## src/rtl/fp_denorm.sv

```systemverilog
// Aligns a packed IEEE-754 single to a caller-chosen exponent, one mantissa bit per clock.
// Define FP_DENORM_STICKY_EN to OR shifted-out bits into mant bit 0 instead of truncating.
module fp_denorm #(
  parameter int iWIDTH = 32
) (
  input  logic              iCLK,
  input  logic              iRST,
  input  logic [iWIDTH-1:0] iNR,
  input  logic [7:0]        iTgtExp,
  input  logic              iValid,
  output logic              oReady,
  output logic [39:0]       oA,
  output logic              oValid,
  input  logic              iReady
);

  typedef enum logic [1:0] {
    IDLE  = 2'd0,
    SHIFT = 2'd1,
    DONE  = 2'd2
  } state_t;

  state_t state, stateNext;

  logic              sign_p0;
  logic [7:0]        exp_p0;
  logic [30:0]       mant_p0;
  logic [4:0]        cnt_p0;

  logic              inSign;
  logic [7:0]        inExp;
  logic [22:0]       inFrac;
  logic [30:0]       unpMant;
  logic [7:0]        effExp;
  logic signed [9:0] diff;
  logic [7:0]        loadExp;
  logic [30:0]       loadMant;
  logic [4:0]        loadCnt;
  logic              loadShift;

  function automatic logic [30:0] shiftOne(input logic [30:0] m);
    logic [30:0] r;
    r = {1'b0, m[30:1]};
`ifdef FP_DENORM_STICKY_EN
    r[0] = r[0] | m[0];
`endif
    return r;
  endfunction

  // Alignment beyond the mantissa width loses every bit at once.
  function automatic logic [30:0] flushAll(input logic [30:0] m);
    logic [30:0] r;
    r = '0;
`ifdef FP_DENORM_STICKY_EN
    r[0] = |m;
`else
    r[0] = 1'b0 & m[0];
`endif
    return r;
  endfunction

  assign inSign  = iNR[iWIDTH-1];
  assign inExp   = iNR[iWIDTH-2 -: 8];
  assign inFrac  = iNR[22:0];
  // Any nonzero exponent, including Inf/NaN, carries the hidden one.
  assign unpMant = {(inExp != 8'd0), inFrac, 7'b0};
  assign effExp  = (inExp == 8'd0) ? 8'd1 : inExp;
  assign diff    = $signed({2'b00, iTgtExp}) - $signed({2'b00, effExp});

  always_comb begin
    loadExp   = effExp;
    loadMant  = unpMant;
    loadCnt   = 5'd0;
    loadShift = 1'b0;
    if (inExp == 8'hFF) begin
      loadExp = 8'hFF;
    end else if (diff <= 10'sd0) begin
      loadExp = effExp;
    end else if (diff >= 10'sd32) begin
      loadExp  = iTgtExp;
      loadMant = flushAll(unpMant);
    end else begin
      loadCnt   = diff[4:0];
      loadShift = 1'b1;
    end
  end

  always_comb begin
    stateNext = state;
    case (state)
      IDLE:    if (iValid) stateNext = loadShift ? SHIFT : DONE;
      SHIFT:   if (cnt_p0 == 5'd1) stateNext = DONE;
      DONE:    if (iReady) stateNext = IDLE;
      default: stateNext = IDLE;
    endcase
  end

  always_ff @(posedge iCLK or negedge iRST) begin
    if (!iRST) begin
      state <= IDLE;
    end else begin
      state <= stateNext;
    end
  end

  // ---- stage p0: unpack on accept, then iterative alignment ----
  always_ff @(posedge iCLK or negedge iRST) begin
    if (!iRST) begin
      sign_p0 <= 1'b0;
      exp_p0  <= 8'd0;
      mant_p0 <= 31'd0;
      cnt_p0  <= 5'd0;
    end else begin
      case (state)
        IDLE: begin
          if (iValid) begin
            sign_p0 <= inSign;
            exp_p0  <= loadExp;
            mant_p0 <= loadMant;
            cnt_p0  <= loadCnt;
          end
        end
        SHIFT: begin
          mant_p0 <= shiftOne(mant_p0);
          exp_p0  <= exp_p0 + 8'd1;
          cnt_p0  <= cnt_p0 - 5'd1;
        end
        default: ;
      endcase
    end
  end

  // ---- output: word is only meaningful while oValid is high ----
  assign oA     = {sign_p0, exp_p0, mant_p0};
  assign oValid = (state == DONE);
  assign oReady = (state == IDLE);

endmodule
```

## config.mk

```make
export PLATFORM = sky130hd
export DESIGN_NAME = fp_denorm
export DESIGN_NICKNAME = d
export VERILOG_FILES = /design/src/rtl/fp_denorm.sv
export SDC_FILE = /design/constraint.sdc
export NUM_CORES = 1
export LEC_CHECK = 0
export BUFFER_PORTS_ARGS = -buffer_cell sky130_fd_sc_hd__buf_4
export CAP_MARGIN = 15
export CORE_MARGIN = 8
export CORE_UTILIZATION = 52
export DETAILED_ROUTE_END_ITERATION = 10
export PLACE_DENSITY = 0.81
export RECOVER_POWER = 25
export SYNTH_ARGS = -nofsm -noshare
export SYNTH_HDL_FRONTEND = slang
export SYNTH_SLANG_ARGS = --single-unit
```

## constraint.sdc

```tcl
create_clock -name iCLK -period 1.9 [get_ports iCLK]
set_input_delay 0.095 -clock iCLK [delete_from_list [all_inputs] [get_ports iCLK]]
set_output_delay 0.095 -clock iCLK [all_outputs]
set_load 0.01 [all_outputs]
```

# --- Word level (Yosys, flattened, before mapping) ---
# Index checks and enable logic that the tools add are counted.
word_totals:
  register_bits: 47
  latchBits: 0
  ramBits: 0
  mem_bits_ro: 0
  input_bits: 44
  output_inout_bits: 42
  elab_cells: 48
  memories: 0
classes:
  add_sub_neg: 3
  n_mul: 0
  n_div: 0
  n_lt_le_gt_ge: 2
  eq_ne: 7
  shift: 0
  n_mux: 24
  bitwise_logic: 0
  n_reduce_logical: 7
op_table:
  columns: ["op", "count"]
  rows:
  - ["$mux 31", 4]
  - ["$pmux 31 s2", 1]
  - ["$mux 8", 5]
  - ["$mux 5", 4]
  - ["$pmux 8 s2", 1]
  - ["$pmux 5 s2", 1]
  - ["$ge 9x7->1 const B", 1]
  - ["$le 9x1->1 const B", 1]
  - ["$sub 8x8->9", 1]
  - ["$add 8x1->8 const B", 1]
  - ["$eq 8x8->1 const B", 1]
  - ["$logic_not 8->1", 1]
  - ["$mux 2", 4]
  - ["$reduce_bool 8->1", 1]
  - ["$pmux 2 s3", 1]
  - ["$eq 5x1->1 const B", 1]
  - ["$sub 5x1->5 const B", 1]
  - ["$ne 2x2->1 const B", 2]
  - ["$reduce_and 2->1", 2]
  - ["$mux 1", 3]
  - ["$reduce_and 3->1", 1]
  - ["$eq 2x1->1 const B", 1]
  - ["$eq 2x2->1 const B", 1]
  - ["$logic_not 2->1", 1]
  - ["other kinds (2)", 2]

# --- Logic depth before layout (Yosys ltp) ---
# Gate-level depths: netlist of run 1.
logic_depth:
  word_depth: 10
  depth_mapped: 14
  depth_no_buf: 13

# --- Least setup slack after synthesis of run 1 ---
# Ideal clock, no wire load.
synth_path:
  kind: "input to register"
  startpoint: "in iNR[28]"
  endpoint: "reg exp_p0[5]"
  setup_ns: 0.132
  arrival_ns: 2.552
  required_ns: 1.768
  slack_ns: -0.783
  stages: 14
  path_buffers: 1
  path_cell_list: "nor4_1 -> a21oi_1 -> inv_1 -> ha_1 -> fa_1 -> nor2b_4 -> o31a_1 -> o32a_1 -> a221oi_1 -> o21bai_1 -> and2_4 -> buf_6 -> a221oi_1 -> a211oi_1"
synth_between:
  elab_chain_cells: 9
  word_cells_on_any_way: 11
  classes_between: "add/sub: 1; order compare: 2; eq/ne: 1; mux: 6; reduce/logical: 1"
synth_rtl:
  columns: ["element", "line_no", "source"]
  rows:
  - ["start: declaration", "8", "input logic [iWIDTH-1:0] iNR,"]
  - ["$logic_not 8->1", "67", "assign effExp = (inExp == 8'd0) ? 8'd1 : inExp;"]
  - ["$mux 8", "67", null]
  - ["$sub 8x8->9", "68", "assign diff = $signed({2'b00, iTgtExp}) - $signed({2'b00, effExp});"]
  - ["$ge 9x7->1", "79", "end else if (diff >= 10'sd32) begin"]
  - ["$mux 8", "79", null]
  - ["$mux 8", "77", "end else if (diff <= 10'sd0) begin"]
  - ["$mux 8 (*)", "75", "if (inExp == 8'hFF) begin"]
  - ["$mux 8 (*)", "116", "if (iValid) begin"]
  - ["$pmux 8 s2 (*)", "114", "case (state)"]
  - ["end signal: assignment", "118", "exp_p0 <= loadExp;"]
  - ["end signal: assignment", "125", "exp_p0 <= exp_p0 + 8'd1;"]
  - ["end: declaration", "26", "logic [7:0] exp_p0;"]
# Every way passes the cells marked *; elsewhere a longest branch is shown, timed or not. The select of a mux whose other input is x is not followed.
# A chain may end at the register's enable or synchronous reset.

# --- Final worst setup path of run 1 ---
layout_path:
  startpoint: "in iNR[28]"
  endpoint: "reg mant_p0[11]"
layout_between:
  elab_chain_cells: 9
  word_cells_on_any_way: 11
  classes_between: "add/sub: 1; order compare: 2; eq/ne: 1; mux: 6; reduce/logical: 1"
layout_rtl:
  columns: ["element", "line_no", "source"]
  rows:
  - ["$logic_not 8->1", "67", null]
  - ["$mux 8", "67", null]
  - ["$sub 8x8->9", "68", null]
  - ["$ge 9x7->1", "79", null]
  - ["$mux 31", "79", null]
  - ["$mux 31", "77", null]
  - ["$mux 31 (*)", "75", null]
  - ["$mux 31 (*)", "116", null]
  - ["$pmux 31 s2 (*)", "114", null]
  - ["end signal: assignment", "119", "mant_p0 <= loadMant;"]
  - ["end signal: assignment", "124", "mant_p0 <= shiftOne(mant_p0);"]
  - ["end: declaration", "27", "logic [30:0] mant_p0;"]
# Marks and branches as above.

==> results of run 1 <==
## metrics by stage
| step | instance area, um2 | setup TNS [ns] | power, uW | hold WS, ns |
|---|---|---|---|---|
| 5_1_grt | 4355 | -31.67 | 4803 | 0.02849 |
| 4_1_cts | 4229 | -19.65 | 4396 | 0.02314 |
| 3_3_place_gp | 3882 | -30.56 | 3524 | 0.1342 |
| 3_5_place_dp | 3882 | -34.39 | 3600 | 0.1419 |
| 6_report | 4355 | -28.20 | 4563 | 0.01941 |
| 2_1_floorplan | 2859 | -21.69 | 2604 | -0.2006 |
## power by group through the flow
| stage | clock network [uW] | registers [uW] | logic (uW) |
|---|---|---|---|
| 2_1_floorplan | 0 | 1740 | 860 |
| 3_3_place_gp | 0 | 1650 | 1870 |
| 3_5_place_dp | 0 | 1670 | 1930 |
| 4_1_cts | 719 | 1660 | 2020 |
| 5_1_grt | 767 | 1720 | 2320 |
| 6_report | 720 | 1680 | 2160 |
## synthesized netlist by cell type, types with 2 or more instances
cell / n / share of area, %
dfrtp_1: 47 / 42
nor2_1: 43 / 5.7
a21oi_1: 31 / 5.5
o22ai_1: 24 / 5.3
inv_1: 17 / 2.3
nand2_1: 12 / 1.6
o21ai_0: 12 / 2.1
clkbuf_1: 11 / 1.5
ha_1: 11 / 4.9
nand3_1: 9 / 1.6
a22o_1: 7 / 2.2
a22oi_1: 6 / 1.6
nor2b_1: 6 / 1.3
and3_1: 4 / 0.89
mux2_4: 4 / 2.1
mux2i_1: 4 / 1.4
nand2b_1: 4 / 0.89
nor3_1: 4 / 0.71
o21ai_2: 4 / 1.2
a221oi_1: 3 / 0.94
xor2_1: 3 / 0.94
a211oi_1: 2 / 0.53
buf_1: 2 / 0.27
buf_2: 2 / 0.36
nand3b_1: 2 / 0.53
nand4_1: 2 / 0.45
nor4_1: 2 / 0.45
o21a_1: 2 / 0.53
o21bai_1: 2 / 0.53
o31a_1: 2 / 0.62
or2_2: 2 / 0.45
## flip-flops by register name, summed over array words and instances (netlist names)
signal   flops
exp_p0       8
mant_p0     31
sign_p0      1
state        2
cnt_p0       5
## routing by layer
layer / vias to the layer above / share of wire [%] / wire, um
met4: 0 / 4.0 / 440
met1: 1583 / 35 / 3921
met2: 224 / 51 / 5625
met3: 43 / 9.9 / 1097
li1: 1443 / - / -
met5: - / 0 / 0
## tightest hold or removal path: stages
cell	delay [ns]
buf_4	0.08
a21oi_2	0.04
nor2_1	0.07
## final cells by class
class	instances	area, um2
fill	264	817.0
clock buffer	6	72.57
timing repair buffer	158	1254
tap	70	87.58
clock inverter	1	30.03
multi-input combinational	230	1672
sequential	47	1176
inverter	17	63.81
## what timing repair did
action                     CTS  global route
buffers inserted            20             5
pin swaps                    8            14
hold endpoints to repair    47             0
gates resized for setup     15            22
hold buffers                 1             0
cloned                       1             2
setup endpoints to repair   39            39
## placed cells by master (no fill, tap or decap), drive strengths merged, types with 6 or more instances in the layout
cell	instances
a21oi	31
a22o	7
a22oi	6
buf	155
clkbuf	8
dfrtp	47
ha	11
inv	17
nand2	12
nand3	9
nor2	43
nor2b	7
o21ai	16
o22ai	24
## kinds of logic (layout without fill, tap and decap cells)
logic type | count (synthesis) | after routing | synth area share (%)
and+or+nand+nor | 97 | 98 | 16.93
AOI/OAI and AO/OA | 108 | 108 | 25.71
buffers and inverters | 34 | 182 | 5.036
adders and majority gates | 12 | 12 | 5.615
xor gates and xnor gates | 4 | 4 | 1.248
DFF | 47 | 47 | 41.89
muxes | 8 | 8 | 3.565
## how the worst max path moves through the flow
stage | start | to | depth (start not counted)
detailed placement | iNR[27] | mant_p0[9] | 15
global route | iNR[27] | mant_p0[26] | 16
floorplan | iNR[27] | exp_p0[3] | 14
finish | iNR[28] | mant_p0[11] | 16
global placement | iNR[27] | exp_p0[4] | 14
CTS | iNR[27] | exp_p0[7] | 14
==> flow_summary.json, run 1 <==
{
  "post_detail_place_hpwl_mm": 6.759,
  "grt_setup_unrepaired": "yes",
  "hold_depth": 3,
  "cellInternalPower_uw": 2781,
  "worst-setup-path-type": "in2reg",
  "cts_htree_levels": 2,
  "gp_routability_congestion": 0.9023,
  "global_routing_met1_resource_utilization_pct": 29.45,
  "cts_num_sinks": 47,
  "clkSlewWorstSetupHoldPaths_ns": 0.08,
  "finalWorstPathRequiredPeriod_ns": 2.699,
  "drt_first_pass_iters": 7,
  "postLayoutCoreUtil_pct": 84.20,
  "place.detailed.instances": 496,
  "min_path_type": "in2reg",
  "grt_overflow_total": 0,
  "gr-max-usage-layer": "met2",
  "cts_buffers": 5,
  "setup.worst_path.end_class": "flop",
  "syn_to_final_growth_pct": 55.12,
  "timing.reg2reg.setup_slack_ns": 0.11,
  "finClkSkew_ns": 0.005689,
  "regToRegStartpoint": "state[1]",
  "ys_types": 55,
  "share_clk_of_total_power_pct": 15.8,
  "use_met2_pct": 44.65,
  "worst_skew_pair.late_latency_ns": 0.30,
  "core.rowCount": 26,
  "synth_top_flop_cell": "dfrtp_1",
  "buffers_on_ports": 85,
  "cp.required_ns": 2.13,
  "r2r_cells": 4,
  "mapped_area_mm2": 0.002808,
  "met3_usage_pct": 7.629,
  "clk_root_buffer_cell": "clkbuf_8",
  "routed_via_density": 6.225,
  "cts_max_path_buffers": 2,
  "power_density_mw_per_mm2": 1048,
  "finalNonFillerCells": 529,
  "die_width_um": 89.48,
  "power_leakage_uw": 0.002080,
  "antenna_cells_inserted": 0,
  "pin_count_of_the_biggest_net_entering_global_routing": 48,
  "finalWorstSetupSlack_ns": -0.7991,
  "vert_die_dim_um": 89.48,
  "p_switching_uw": 1783,
  "pre_cts_setup_slack_ns": -0.9635,
  "initial_core_util_pct": 54.28,
  "hold_path_startpoint": "iNR[8]",
  "synth_sequential_area_ratio_pct": 41.89,
  "power.ir.vdd_worst_v": 0.0008257,
  "boundaryPins": 86,
  "timing.fmax_mhz": 370.5,
  "drt_wl_total_mm": 11.09,
  "drt_drc_violations_left": 0,
  "async_flop_share_pct": 100.0,
  "net_count_reported_at_finish": 515,
  "timing.critical_path.buf_inv": 5,
  "netlist_instances": 310,
  "timing.critical_path.slowest_cell_delay_ns": 0.39,
  "violated_checks": "setup timing",
  "power.share.sequential_pct": 36.8,
  "final_hold_violating_endpoints": 0,
  "timing.critical_path.arrival_ns": 2.92,
  "postRouteAntennaNets": 0,
  "average_wire_per_standard_cell_um": 20.95,
  "path_cells": "buf_6, nor4_4, a21oi_2, inv_2, ha_4, buf_4, nor2b_1, o31a_1, o311ai_2, and2_1, nand3b_1, buf_4, nand3_4, buf_6, a21oi_2, nor2_1",
  "post-route-period-util_pct": 142.1,
  "timing.critical_path.max_delay_family": "simple AND/OR/NAND/NOR gates",
  "drv.max_cap_violation_count": 0,
  "cts_tree": "done",
  "worst_path_max_fanout": 5,
  "grt_pass1_vias": 3319,
  "critical-path-slowest-cell": "o311ai_2",
  "slew_viol_final": 0,
  "layout-drive-gt1-share_pct": 44.88,
  "synth_area_per_cell_um2": 9.057,
  "grt_usage_pct": 26.11,
  "number_of_flops_mapped_to_enable_cells_by_yosys": 0,
  "core_area_mm2": 0.005172,
  "drt_iter0_markers": 298,
  "die_area_mm2": 0.008007,
  "dr_total_vias": 3293,
  "timing.max_slew.rel_slack_pct": 21.76,
  "power_frac_comb_pct": 47.4,
  "final-setup-viol-count": 39,
  "measured_slew_at_the_worst_slew_check_pin_ns": 1.174,
  "p_sw_share_pct": 39.07,
  "grt_pass1_wl_mm": 16.00,
  "grt_antenna_before_repair": 0,
  "status": "finished, violations left",
  "timing.critical_path.from_type": "input port",
  "whs_endpoint": "mant_p0[15]",
  "yosysWarnings": 0,
  "yosys_register_bits": 47,
  "timing.rr.end": "mant_p0[9]",
  "syn-num-nets": 366
}
Note: power is estimated with default switching activity, not from simulation.
==> run 2: changes to the inputs <==
--- a/config.mk
+++ b/config.mk
@@ -7,7 +7,7 @@
 export LEC_CHECK = 0
 export BUFFER_PORTS_ARGS = -buffer_cell sky130_fd_sc_hd__buf_4
 export CAP_MARGIN = 15
-export CORE_MARGIN = 8
+export CORE_MARGIN = 2
 export CORE_UTILIZATION = 52
 export DETAILED_ROUTE_END_ITERATION = 10
 export PLACE_DENSITY = 0.81
==> constraint.sdc (replaced) <==
create_clock -name iCLK -period 1.9 [get_ports iCLK]
set_input_delay 0.285 -clock iCLK [delete_from_list [all_inputs] [get_ports iCLK]]
set_output_delay 0.285 -clock iCLK [all_outputs]
set_load 0.05 [all_outputs]
==> run 2 against run 1 <==
  * The flow still finishes with violations (setup timing)
  * Wire length down 13%
  * Die area is 25% lower
  * Count of clock-buffer cells in the layout fell by 1
  * First-iteration DRC count rose by 11%
  * Hold slack better by 0.17 ns
  * Sequential cell count unchanged
  * Via count down 3.7%
  * Sequential power hardly changed
==> flow_summary.json, run 2 (synthesis results as in run 1) <==
{
  "status": "finished, violations left",
  "violated_checks": "setup timing",
  "timing.fmax_mhz": 369.1,
  "finalWorstPathRequiredPeriod_ns": 2.709,
  "drt_first_pass_iters": 5,
  "worst-setup-path-type": "in2reg",
  "cts_max_path_buffers": 2,
  "final-setup-viol-count": 39,
  "final_hold_violating_endpoints": 0,
  "dr_total_vias": 3171,
  "largest_reg_flops": 31,
  "layout-drive-gt1-share_pct": 46.53,
  "worst_skew_pair.late_latency_ns": 0.31,
  "registers.top_by_ff_count": "mant_p0",
  "final_common_cell": "buf_4",
  "antenna_cells_inserted": 0,
  "post-route-period-util_pct": 142.6,
  "grt_overflow_total": 0,
  "drv.max_cap_violation_count": 0,
  "cts_buffers": 5,
  "power.ir.vdd_worst_v": 0.001218,
  "finalWorstSetupSlack_ns": -0.8093,
  "power_density_mw_per_mm2": 1300,
  "global_routing_met1_resource_utilization_pct": 39.89,
  "measured_slew_at_the_worst_slew_check_pin_ns": 1.154,
  "drt_drc_violations_left": 0,
  "use_met2_pct": 55.74,
  "gr-max-usage-layer": "met2",
  "filler_cell_count": 288,
  "pre_cts_setup_slack_ns": -1.133,
  "drt_wl_total_mm": 9.663,
  "cts_htree_levels": 2,
  "min_path_type": "in2reg",
  "cts_tree": "done",
  "total_power_uw": 5624,
  "core.rowCount": 26,
  "path_cells": "buf_8, nor4_4, a21oi_2, inv_1, ha_4, fa_2, nor2b_4, o31a_1, buf_4, o41ai_4, o21bai_1, and2_4, mux2_4, o21ai_2",
  "power_leakage_uw": 0.002006,
  "net_count_reported_at_finish": 502,
  "timing.max_slew.rel_slack_pct": 23.10,
  "finClkSkew_ns": 0.01054,
  "die_width_um": 77.48,
  "core_area_mm2": 0.005172,
  "die_area_mm2": 0.006003,
  "grt_pass1_wl_mm": 15.38,
  "syn_to_final_growth_pct": 54.10,
  "pin_count_of_the_biggest_net_entering_global_routing": 48,
  "clkSlewWorstSetupHoldPaths_ns": 0.10,
  "worst_path_max_fanout": 9,
  "finalNonFillerCells": 517,
  "grt_setup_unrepaired": "yes",
  "cts_num_sinks": 47,
  "place.detailed.instances": 501,
  "met3_usage_pct": 6.279,
  "grt_pass1_vias": 3154,
  "timing.critical_path.arrival_ns": 2.96,
  "critical-path-slowest-cell": "o31a_1",
  "gp_routability_congestion": 0.9303,
  "most_frequent_cells_in_the_layout": "buf_4 (132), dfrtp_1 (47), nor2_1 (41), a21oi_2 (24), o22ai_1 (24)",
  "buffers_on_ports": 85,
  "fin_worst_hold_slack_ns": 0.1894,
  "grt_usage_pct": 32.34,
  "grt_antenna_before_repair": 0,
  "setup.worst_path.end_class": "flop",
  "timing.critical_path.from_type": "input port",
  "initial_core_util_pct": 54.28,
  "boundaryPins": 86,
  "routed_via_density": 6.133,
  "largest_registers": "mant_p0: 31 flops, exp_p0: 8 flops, cnt_p0: 5 flops",
  "slew_viol_final": 0,
  "drt_iter0_markers": 332,
  "average_wire_per_standard_cell_um": 18.69,
  "cp.required_ns": 2.15,
  "timing.critical_path.slowest_cell_delay_ns": 0.35,
  "vert_die_dim_um": 77.48,
  "clk_root_buffer_cell": "clkbuf_8",
  "postRouteAntennaNets": 0,
  "post_detail_place_hpwl_mm": 6.371
}
-- run 2: cell types whose count changed in the layout (fill, tap and decap cells not counted), sizes merged --
cell | previous run | this run
buf | 155 | 144
clkbuf | 8 | 6
and2 | 3 | 2
clkinv | 0 | 1
inv | 17 | 18
-- run 2: path summary, 6_finish.rpt --
kind,start,end,slack [ns],cells past startpoint
setup / recovery,iNR[28],exp_p0[3],-0.81,14
hold / removal,iNR[31],sign_p0,0.19,3
setup reg to reg,state[1],mant_p0[18],0.12,4
hold reg to reg,sign_p0,sign_p0,0.51,2
max in group asynchronous,iRST,exp_p0[1],0.47,2
min in group asynchronous,iRST,cnt_p0[2],0.72,2
-- run 2: worst max-delay path, delay by kind of cell --
| family | cells | cell delay, ns |
|---|---|---|
| AO/OA/AOI/OAI | 5 | 0.99 |
| adder cells (fa/ha/maj) | 2 | 0.37 |
| buffers and inverters | 3 | 0.37 |
| multiplexers | 1 | 0.32 |
| AND/OR/NAND/NOR | 3 | 0.61 |
-- run 2: final cells by class --
| class | instances | area [um2] | area share [%] |
|---|---|---|---|
| multi-input combinational | 229 | 1709 | 39.50 |
| clock inverter | 3 | 47.55 | 1.099 |
| tap | 70 | 87.58 | 2.024 |
| sequential | 47 | 1176 | 27.18 |
| clock buffer | 5 | 68.82 | 1.591 |
| timing repair buffer | 146 | 1174 | 27.13 |
| inverter | 17 | 63.81 | 1.475 |
-- run 2: layer usage --
metal  vias up  share of wire (%)
li1       1402                  -
met1      1552                 38
met2       174                 50
met3        43                7.0
met4         0                4.1
met5         -                  0
-- run 2: report_power, final --
part | total (uW) | switching, uW | leakage (uW) | internal, uW
Sequential | 1700 | 367 | 0.000569 | 1330
Combinational | 3150 | 2050 | 0.00138 | 1090
Clock | 781 | 382 | 0.0000587 | 399
Total | 5620 | 2800 | 0.00201 | 2820
-- run 2: what timing repair did --
action / CTS / global route
resized for setup: 39 / 12
hold buffers: 1 / 0
buffers inserted: 6 / 1
gates cloned: 1 / 0
pin swaps: 22 / 2
setup endpoints to repair: 39 / 39
hold endpoints to repair: 32 / 0
-- run 2: per-stage QoR --
step | instance area (um2) | TNS [ns] | util (%)
floorplan | 2859 | -29.14 | -
global placement | 3920 | -38.70 | 75.79
detailed placement | 3920 | -41.65 | 75.79
CTS | 4272 | -24.85 | 82.58
global route | 4327 | -33.50 | 83.65
finish | 4327 | -29.12 | 83.65
==> run 3: changes to the inputs <==
--- a/config.mk
+++ b/config.mk
@@ -7,9 +7,11 @@
 export LEC_CHECK = 0
 export BUFFER_PORTS_ARGS = -buffer_cell sky130_fd_sc_hd__buf_4
 export CAP_MARGIN = 15
+export CORE_ASPECT_RATIO = 1.4
 export CORE_MARGIN = 2
 export CORE_UTILIZATION = 52
 export DETAILED_ROUTE_END_ITERATION = 10
+export MAX_ROUTING_LAYER = met4
 export PLACE_DENSITY = 0.81
 export RECOVER_POWER = 25
 export SYNTH_ARGS = -nofsm -noshare
==> run 3 against run 2 <==
  * The run still ends with setup timing left
  * Wire length shrank 1.3%
  * Final cell count grew 1.2%
  * Sequential power is essentially flat
  * Hold slack gained 0.0041 ns
  * Largest power group unchanged
  * Fmax shrank 1.9%
  * Clock power shrank 11%
  * Highest routed layer unchanged
  * Critical endpoint is now exp_p0[7]
  * Non-clock buffer count grew 10
  * Critical path type unchanged
  * Global-route usage shrank 2.0 points
  * Register-to-register slack lost 0.02 ns
  * Combinational power shrank 3%
  * Power shrank 3.1%
  * First-iteration DRC count shrank 12%
==> flow_summary.json, run 3 (synthesis results as in run 1) <==
{
  "setup.worst_path.end_class": "flop",
  "worst-path-stages": 14,
  "post-route-period-util_pct": 145.3,
  "most_frequent_cells_in_the_layout": "buf_4 (143), dfrtp_1 (47), nor2_1 (42), a21oi_1 (29), o22ai_1 (24)",
  "timing.reg2reg.setup_slack_ns": 0.10,
  "dr_total_vias": 3168,
  "drt_first_pass_iters": 6,
  "core.rowCount": 31,
  "routed_via_density": 6.057,
  "path_cells": "buf_8, nor4_4, a21oi_2, inv_2, ha_4, fa_2, nor2b_4, o31a_1, buf_4, o41ai_4, nand3b_1, and2_4, mux2_4, o21ai_2",
  "timing.critical_path.slowest_cell_delay_ns": 0.33,
  "timing.critical_path.buf_inv": 3,
  "boundaryPins": 86,
  "cts_num_sinks": 47,
  "core_area_mm2": 0.005197,
  "worst_skew_pair.late_latency_ns": 0.29,
  "grt_overflow_total": 0,
  "largest_reg_flops": 31,
  "worst-setup-path-type": "in2reg",
  "syn_to_final_growth_pct": 53.48,
  "measured_slew_at_the_worst_slew_check_pin_ns": 1.130,
  "status": "finished, violations left",
  "average_wire_per_standard_cell_um": 18.23,
  "ff_latch_area_mm2": 0.001176,
  "postLayoutCoreUtil_pct": 82.91,
  "post_detail_place_hpwl_mm": 6.054,
  "layout-drive-gt1-share_pct": 43.76,
  "cts_max_path_buffers": 2,
  "postRouteAntennaNets": 0,
  "min_path_type": "in2reg",
  "finalWorstPathRequiredPeriod_ns": 2.761,
  "grt_setup_unrepaired": "yes",
  "clk_root_buffer_cell": "clkbuf_8",
  "clkSlewWorstSetupHoldPaths_ns": 0.08,
  "grt_usage_pct": 30.31,
  "cp.required_ns": 2.12,
  "power_leakage_uw": 0.002051,
  "hold_depth": 3,
  "violated_checks": "setup timing",
  "power.ir.vdd_worst_v": 0.0006899,
  "grt_pass1_vias": 3057,
  "drv.max_cap_violation_count": 0,
  "slew_viol_final": 0,
  "drt_iter0_markers": 291,
  "final-setup-viol-count": 39,
  "pin_count_of_the_biggest_net_entering_global_routing": 48,
  "cts_buffers": 5,
  "initial_core_util_pct": 54.02,
  "drt_wl_total_mm": 9.535,
  "timing.critical_path.from_type": "input port",
  "timing.fmax_mhz": 362.2,
  "total_power_uw": 5448,
  "largest_registers": "mant_p0: 31 flops, exp_p0: 8 flops, cnt_p0: 5 flops",
  "finalWorstSetupSlack_ns": -0.8610,
  "timing.critical_path.arrival_ns": 2.99,
  "critical-path-slowest-cell": "nor4_4",
  "net_count_reported_at_finish": 513,
  "drt_drc_violations_left": 0,
  "timing.critical_path.max_delay_family": "compound AO/OA/AOI/OAI gates",
  "buffers_on_ports": 85,
  "cts_tree": "done",
  "vert_die_dim_um": 90.95,
  "die_area_mm2": 0.006011,
  "die_width_um": 66.10,
  "multiInputGateArea_mm2": 0.001669,
  "finClkSkew_ns": 0.002975,
  "final_hold_violating_endpoints": 0,
  "worst_path_max_fanout": 5,
  "timing.max_slew.rel_slack_pct": 24.67,
  "final_common_cell": "buf_4",
  "gp_routability_congestion": 0.8369,
  "registers.top_by_ff_count": "mant_p0",
  "r2r_cells": 6,
  "filler_cell_count": 325,
  "cts_htree_levels": 2,
  "power_density_mw_per_mm2": 1264,
  "grt_antenna_before_repair": 0,
  "grt_pass1_wl_mm": 13.83,
  "antenna_cells_inserted": 0
}
-- run 3: metal layers --
layer,routed length (um),global-route usage [%]
met4,496,16.16
met2,5238,52.67
met3,477,3.594
met1,3323,32.82
met5,0,-
-- run 3: cell type report --
cell class | instances | area share [%]
Multi-Input combinational cell | 230 | 38.73
Timing Repair Buffer | 156 | 28.19
Sequential cell | 47 | 27.29
Tap cell | 66 | 1.916
Clock buffer | 6 | 1.684
Inverter | 17 | 1.481
Clock inverter | 1 | 0.6969
-- run 3: repair_timing --
action                                  in CTS  in global routing
gates resized for setup                     18                 17
endpoints found under the setup margin      39                 40
cloned                                       1                  1
buffers inserted                            17                  8
hold buffers                                 0                  0
pin swaps                                   14                  8
endpoints found under the hold margin        0                  0
-- run 3: worst reg2reg max path, cell delays in order, from the launching register on --
cell      delay [ns]
dfrtp_1         0.47
and3_1          0.27
and3_1          0.25
nand3_1         0.11
and3_1          0.19
a211oi_1        0.30
o21ai_2         0.09
-- run 3: through the flow --
stage / TNS (ns) / setup slack, ns / hold WS (ns) / area (um2) / std cells
after detailed placement: -41.68 / -1.128 / 0.3207 / 3850 / 490
after global routing: -33.72 / -0.9268 / 0.2012 / 4309 / 523
after floorplan: -29.14 / -0.8867 / -0.01059 / 2859 / 310
final: -29.85 / -0.8610 / 0.1936 / 4309 / 523
after global placement: -39.20 / -1.056 / 0.3214 / 3850 / 490
after CTS: -26.87 / -0.7633 / 0.004083 / 4164 / 514
-- run 3: worst paths after layout --
kind / from / to
worst max-delay path: iNR[24] / exp_p0[7]
worst min-delay path: iNR[31] / sign_p0
worst max register to register: exp_p0[0] / exp_p0[7]
worst min register to register: mant_p0[0] / mant_p0[0]
max in group asynchronous: iRST / mant_p0[30]
min in group asynchronous: iRST / mant_p0[3]
-- run 3: power by group --
group          leakage, uW  internal [uW]  switching (uW)  total (uW)
combinational      0.00143           1070            2000        3070
sequential        0.000569           1330             350        1680
clock            0.0000513            386             310         696
total              0.00205           2790            2660        5450
